**src/rtl/soc_pkg.sv**
```systemverilog
// rtl/soc_pkg.sv - shared SoC widths and DMA loader state encoding
package soc_pkg;
    localparam int DATA_W = 16;
    localparam int ADDR_W = 9;
    localparam int CNT_W  = 10;

    typedef enum logic [2:0] {
        IDLE,
        REQ,
        WRITE,
        ACK_LOW,
        DONE
    } dma_state_t;
endpackage

```
**src/rtl/io_dma_loader.sv**
```systemverilog
// rtl/io_dma_loader.sv - 4-phase handshake requester that preloads memory; checksum built only with DMA_CHECKSUM_EN
module io_dma_loader #(
    parameter int DATA_W = 16,
    parameter int ADDR_W = 9,
    parameter int CNT_W  = 10
) (
    input  logic              clk,
    input  logic              rst_b,
    input  logic              start,
    input  logic [ADDR_W-1:0] base_addr,
    input  logic [CNT_W-1:0]  count,
    output logic              inp_req,
    input  logic              inp_ack,
    input  logic [DATA_W-1:0] inp_data,
    output logic              mem_write,
    output logic [ADDR_W-1:0] mem_addr,
    output logic [DATA_W-1:0] mem_din,
    output logic              busy,
    output logic              done,
    output logic [DATA_W-1:0] checksum
);
    import soc_pkg::*;

    dma_state_t        state;
    logic [ADDR_W-1:0] addr_q;
    logic [CNT_W-1:0]  remaining;

    always_ff @(posedge clk or posedge rst_b) begin
        if (rst_b) begin
            state     <= IDLE;
            inp_req   <= 1'b0;
            mem_write <= 1'b0;
            busy      <= 1'b0;
            done      <= 1'b0;
            mem_addr  <= '0;
            mem_din   <= '0;
            addr_q    <= '0;
            remaining <= '0;
        end else begin
            mem_write <= 1'b0;
            done      <= 1'b0;
            case (state)
                IDLE: begin
                    if (start) begin
                        addr_q    <= base_addr;
                        remaining <= count;
                        busy      <= 1'b1;
                        if (count == '0) begin
                            state <= DONE;
                        end else begin
                            state   <= REQ;
                            inp_req <= 1'b1;
                        end
                    end
                end
                // An ack already high on entry is taken on the first edge.
                REQ: begin
                    if (inp_ack) begin
                        mem_din   <= inp_data;
                        inp_req   <= 1'b0;
                        mem_write <= 1'b1;
                        mem_addr  <= addr_q;
                        state     <= WRITE;
                    end
                end
                WRITE: begin
                    addr_q    <= addr_q + 1'b1;
                    remaining <= remaining - 1'b1;
                    state     <= ACK_LOW;
                end
                // Return-to-zero: never raise req while the previous ack is still high.
                ACK_LOW: begin
                    if (!inp_ack) begin
                        if (remaining == '0) begin
                            state <= DONE;
                        end else begin
                            state   <= REQ;
                            inp_req <= 1'b1;
                        end
                    end
                end
                DONE: begin
                    done  <= 1'b1;
                    busy  <= 1'b0;
                    state <= IDLE;
                end
                default: state <= IDLE;
            endcase
        end
    end

`ifdef DMA_CHECKSUM_EN
    logic [DATA_W-1:0] sum_q;

    always_ff @(posedge clk or posedge rst_b) begin
        if (rst_b) begin
            sum_q <= '0;
        end else if (state == IDLE && start) begin
            sum_q <= '0;
        end else if (state == WRITE) begin
            sum_q <= sum_q + mem_din;
        end
    end

    assign checksum = sum_q;
`else
    assign checksum = '0;
`endif
endmodule

```
**config.mk**
```make
export PLATFORM = sky130hd
export DESIGN_NAME = io_dma_loader
export DESIGN_NICKNAME = d
export VERILOG_FILES = /design/src/rtl/soc_pkg.sv /design/src/rtl/io_dma_loader.sv
export SDC_FILE = /design/constraint.sdc
export NUM_CORES = 1
export LEC_CHECK = 0
export BUFFER_PORTS_ARGS = -buffer_cell sky130_fd_sc_hd__buf_2
export CORE_ASPECT_RATIO = 1.25
export CORE_UTILIZATION = 45
export CTS_CLUSTER_DIAMETER = 60
export DETAILED_ROUTE_END_ITERATION = 12
export PLACE_DENSITY = 0.72
export SKIP_CTS_REPAIR_TIMING = 1
export SLEW_MARGIN = 20
export SYNTH_ARGS = -nofsm -noshare
export SYNTH_HDL_FRONTEND = slang
export SYNTH_SLANG_ARGS = --single-unit
```
**constraint.sdc**
```tcl
create_clock -name clk -period 1.9 [get_ports clk]
set_input_delay 0 -clock clk [delete_from_list [all_inputs] [get_ports clk]]
set_output_delay 0 -clock clk [all_outputs]
set_load 0.03 [all_outputs]
```
==> out/qor.yml, run 1 <==
run_status:
  status: "finished with violations"
  violations: "hold timing"
clocking:
  numClockSinks: 51
  h-tree-depth: 2
  cts-root-buf: "clkbuf_8"
  worstSkewPairLatency_ps: 300
  cts.clk_slew.worst_paths_ps: 90
  clockBufferDepth: 2
  cts_tree: "done"
  cts_buffers: 5
logic_synthesis:
  avgSynthCellArea_um2: 10.9
  synth_fa_ha_area_share_pct: 0.989
  synthArstFlopShare_pct: 100
  synth_xor_xnor_area_share_pct: 0.346
  synth_top_area_cell: "dfrtp_1"
  synth_compound_area_share_pct: 13.2
  synth_top_family_by_area: "simple AND/OR/NAND/NOR gates"
  synth_top_area_share_pct: 50.4
  ys_ff_latch: 51
  syn_inst: 233
  ys_seq_area_share_pct: 50.4
  synth_edf_count: 0
  yosysUniqueCellTypes: 46
  synth.area.top_cells: "dfrtp_1, mux2_2, buf_4"
  synthFlopType: "dfrtp_1"
  synth_area_um2: 2530
  yosysMostFrequentCell: "dfrtp_1"
  synthMuxAreaShare_pct: 11.1
  ys_warn_count: 0
  synth.top_cells.by_count: "dfrtp_1, mux2_2, nor2_1"
  yosys.area_share.simple_pct: 14.9
global_route:
  grt_max_degree: 52
  grt_use_total_pct: 18.3
  grt_pass1_wl_um: 8690
  antenna_found_initial: 0
  overflow: 0
  grt_pass1_vias: 1923
route:
  met2_length_um: 2690
  first_pass_iters: 4
  route.detailed.drc: 0
  ant_nets: 0
  vias_per_cell: 5.21
  vias: 2074
  m1WireLength_um: 2350
  wl_met3_um: 291
  top_layer: "met4"
  wirelength_um: 5390
  initialDrtViolationCount: 93
  wire_per_inst_um: 13.5
critical_path:
  crit_start: "remaining[4]"
  critical_path_buf_inv_count: 0
  rrSetupSlack_ps: 130
  crit_family: "simple AND/OR/NAND/NOR gates"
  crit_end: "remaining[8]"
  arrival_ps: 1960
  reg2reg_depth: 4
  r2r-end: "remaining[8]"
  path_class: "flip-flop to flip-flop"
  crit_path_end_kind: "flip-flop"
  cp_max_fo: 5
  crit_cells: 4
  crit_required_ps: 2090
  crit_path_cell_trace: "or4_1 > nor3_1 > o21ai_0 > a221o_1"
  slowest_delay_ps: 590
  startpoint_type: "flip-flop"
  timing.rr.start: "remaining[4]"
  cp_slowest_cell: "or4_1"
timing:
  period_minus_slack_ps: 1770
  hold_viol: 4
  tightest_slew_ps: 638
  slew_headroom_pct: 57.5
  post-route-period-util_pct: 93.1
  worst_clock_skew_ps: 3.98
  setup_tns_ps: 0
  timing.fmax_mhz: 565
  slew_violations: 0
  rsz0062_at_grt: "false"
  finalSetupViolCount: 0
  hold_ws_ps: -21.9
finish:
  final_cells: 398
  final_nets: 375
  fill_cells: 467
  n_antenna_cell: 0
  area_growth_pct: 31.2
  drive_gt1_share_pct: 35.0
pwr:
  finalPower_mw: 5.14
  cellPowerDensity_nw_per_um2: 1550
  peakVddDrop_uv: 583
  leakagePower_nw: 1.49
worst_hold_path:
  hold_class: "input port to flip-flop"
  hold_depth: 3
flow_run:
  maxCapViolCount: 0
placed_design:
  dp.cells: 363
  gp_congestion: 0.784
  io_buffers: 67
  hpwlAfterDp_um: 3620
floorplanning:
  start_util_pct: 46.8
  core_area_um2: 5410
  die_width_um: 69.1
  die_area_um2: 5930
  dieHeight_um: 85.8
  rows: 30
  io_pins: 84
## registers in the layout (all words and copies together), names as in the netlist
| name | cells |
|---|---|
| state | 3 |
| done | 1 |
| addr_q | 9 |
| remaining | 10 |
| mem_din | 16 |
| mem_write | 1 |
| busy | 1 |
| inp_req | 1 |
| mem_addr | 9 |
## per-layer routing
layer  up-vias  track usage [%]
li1       1012                -
met1       979             21.9
met2        75             32.1
met3         8             4.47
met4         0             6.31
met5         -                0
## cells by family after synthesis
| group | Yosys count |
|---|---|
| buffers and inverters | 36 |
| multiplexers | 25 |
| adder cells (fa/ha/maj) | 2 |
| XOR/XNOR | 1 |
| AO/OA/AOI/OAI | 49 |
| AND/OR/NAND/NOR | 68 |
| other | 1 |
| flip-flops | 51 |
## area by class of cell
cell class | count | area [um^2] | share of cell area [%]
multi-input cells | 161 | 1100 | 33.1
flip-flops and latches | 51 | 1280 | 38.4
clock buffers | 5 | 68.8 | 2.07
clock inverters | 2 | 37.5 | 1.13
inverters | 9 | 33.8 | 1.02
well taps | 64 | 80.1 | 2.41
repair buffers | 106 | 723 | 21.8
## placed cells by master (no fill, tap or decap), drive strengths merged, types with 8 or more instances in the layout
master and n:
dfrtp 51, a21oi 10, o21ai 8, nor2 17
nand2 14, mux2 25, dlygate4sd3 28, buf 78
nor3 11, inv 9, conb 16
## where the power goes
group / leakage [nW] / total [mW] / internal (mW) / switching [mW]
logic: 0.849 / 2.48 / 1.01 / 1.47
registers: 0.588 / 1.93 / 1.57 / 0.363
clock network: 0.0502 / 0.728 / 0.385 / 0.344
total: 1.49 / 5.14 / 2.97 / 2.17
## worst min path at each step
stage,from,endpoint
final,count[4],remaining[4]
after global routing,count[4],remaining[4]
after CTS,rst_b,mem_addr[4]
after detailed placement,rst_b,mem_write
after global placement,rst_b,mem_din[2]
after floorplan,count[6],remaining[6]
## worst reg2reg max path: cells and delay by family (launching register included)
| family | cells | cell delay (ps) |
|---|---|---|
| AND/OR/NAND/NOR | 2 | 830 |
| flip-flops | 1 | 430 |
| AO/OA/AOI/OAI | 2 | 400 |
## per-stage QoR
| stage | setup slack [ps] | hold WS [ps] | area [um^2] | utilization [%] |
|---|---|---|---|---|
| floorplan | 239 | 128 | 2590 | - |
| global placement | 203 | 206 | 2930 | 54.3 |
| detailed placement | 132 | 209 | 2930 | 54.3 |
| CTS | 130 | -120 | 3040 | 56.2 |
| global route | 7.30 | 0.659 | 3320 | 61.4 |
| finish | 131 | -21.9 | 3320 | 61.4 |
Note: power is estimated with default switching activity, not from simulation.
==> run 2: changes to the inputs <==
==> constraint.sdc (replaced) <==
create_clock -name clk -period 1.9 [get_ports clk]
set_input_delay 0.19 -clock clk [delete_from_list [all_inputs] [get_ports clk]]
set_output_delay 0.19 -clock clk [all_outputs]
set_load 0.03 [all_outputs]
==> out/qor.yml, run 2 (synthesis results as in run 1) <==
run_status:
  status: "completed"
finish:
  area_growth_pct: 21.0
  largest_reg_flops: 16
  top_register: "mem_din"
  most-common-layout-cells: "buf_2, dfrtp_1, mux2_2, nor2_1, conb_1"
  final_common_cell: "buf_2"
  top_regs: "mem_din: 16 flops, remaining: 10 flops"
  n_antenna_cell: 0
  drive_gt1_share_pct: 38.1
  final_nets: 348
critical_path:
  crit_required_ps: 2100
  arrival_ps: 1980
  path_class: "flip-flop to flip-flop"
  startpoint_type: "flip-flop"
  cp_max_fo: 11
  rrSetupSlack_ps: 120
  crit_path_end_kind: "flip-flop"
clocking:
  cts_tree: "done"
  h-tree-depth: 2
  clockBufferDepth: 2
  cts.clk_slew.worst_paths_ps: 90
  cts_buffers: 5
  cts-root-buf: "clkbuf_8"
  worstSkewPairLatency_ps: 300
  numClockSinks: 51
floorplanning:
  rows: 30
  io_pins: 84
  die_width_um: 69.1
  start_util_pct: 46.8
  dieHeight_um: 85.8
  die_area_um2: 5930
  core_area_um2: 5410
timing:
  slew_violations: 0
  slew_headroom_pct: 65.7
  setup_tns_ps: 0
  tightest_slew_ps: 514
  timing.fmax_mhz: 562
  rsz0062_at_grt: "false"
  worst_clock_skew_ps: 5.03
  hold_viol: 0
  period_minus_slack_ps: 1780
  post-route-period-util_pct: 93.6
  finalSetupViolCount: 0
route:
  wire_per_inst_um: 14.0
  vias: 1954
  ant_nets: 0
  wirelength_um: 5190
  route.detailed.drc: 0
  initialDrtViolationCount: 131
  first_pass_iters: 4
  vias_per_cell: 5.27
pwr:
  finalPower_mw: 5.11
  cellPowerDensity_nw_per_um2: 1670
  peakVddDrop_uv: 585
  leakagePower_nw: 1.38
placed_design:
  hpwlAfterDp_um: 3890
  gp_congestion: 0.793
  io_buffers: 67
global_route:
  busiest_layer: "met2"
  overflow: 0
  grt_pass1_wl_um: 8710
  antenna_found_initial: 0
  grt_use_met2_pct: 33.0
  grtUsageMet1_pct: 21.7
  grt_pass1_vias: 1928
  grt_use_total_pct: 18.4
  grt_max_degree: 31
  grtUsageMet3_pct: 4.00
flow_run:
  maxCapViolCount: 0
worst_hold_path:
  hold_class: "input port to flip-flop"
[run 2: per-layer routing]
layer	routed length, um	vias up
li1	-	957
met1	2190	916
met2	2650	74
met3	285	7
met4	62	0
met5	0	-
[run 2: where the power goes]
part           switching, mW  total (mW)  internal, mW
clock                  0.348       0.733         0.385
combinational           1.47        2.45         0.979
sequential             0.358        1.93          1.57
total                   2.17        5.11          2.94
[run 2: through the flow]
step	hold slack (ps)	instance area (um^2)	util, %	setup slack (ps)	cells
after floorplan	318	2590	-	239	248
after global placement	246	2950	54.5	196	363
after detailed placement	259	2950	54.5	136	363
after CTS	-68.6	3050	56.5	114	370
after global routing	101	3060	56.6	20.2	371
final	115	3060	56.6	121	371
[run 2: final timing paths]
check                            start          end  cells past startpoint
min in group asynchronous        rst_b  mem_addr[4]                      3
min                        inp_data[1]   mem_din[1]                      2
max                           state[0]    addr_q[3]                      5
max reg2reg                   state[0]    addr_q[3]                      5
max in group asynchronous        rst_b  mem_din[11]                      4
min reg2reg                 mem_din[3]   mem_din[3]                      1
[run 2: cell type report]
type	count	area [um^2]
timing repair buffer	79	465
clock buffer	5	68.8
fill	497	2340
sequential	51	1280
inverter	9	33.8
clock inverter	2	37.5
multi-input combinational	161	1100
tap	64	80.1
[run 2: worst max-delay path, stage by stage (launching register included)]
cell	delay, ps
dfrtp_1	410
or3b_1	600
buf_4	240
nor2_1	120
nor3_1	60
a211oi_1	240
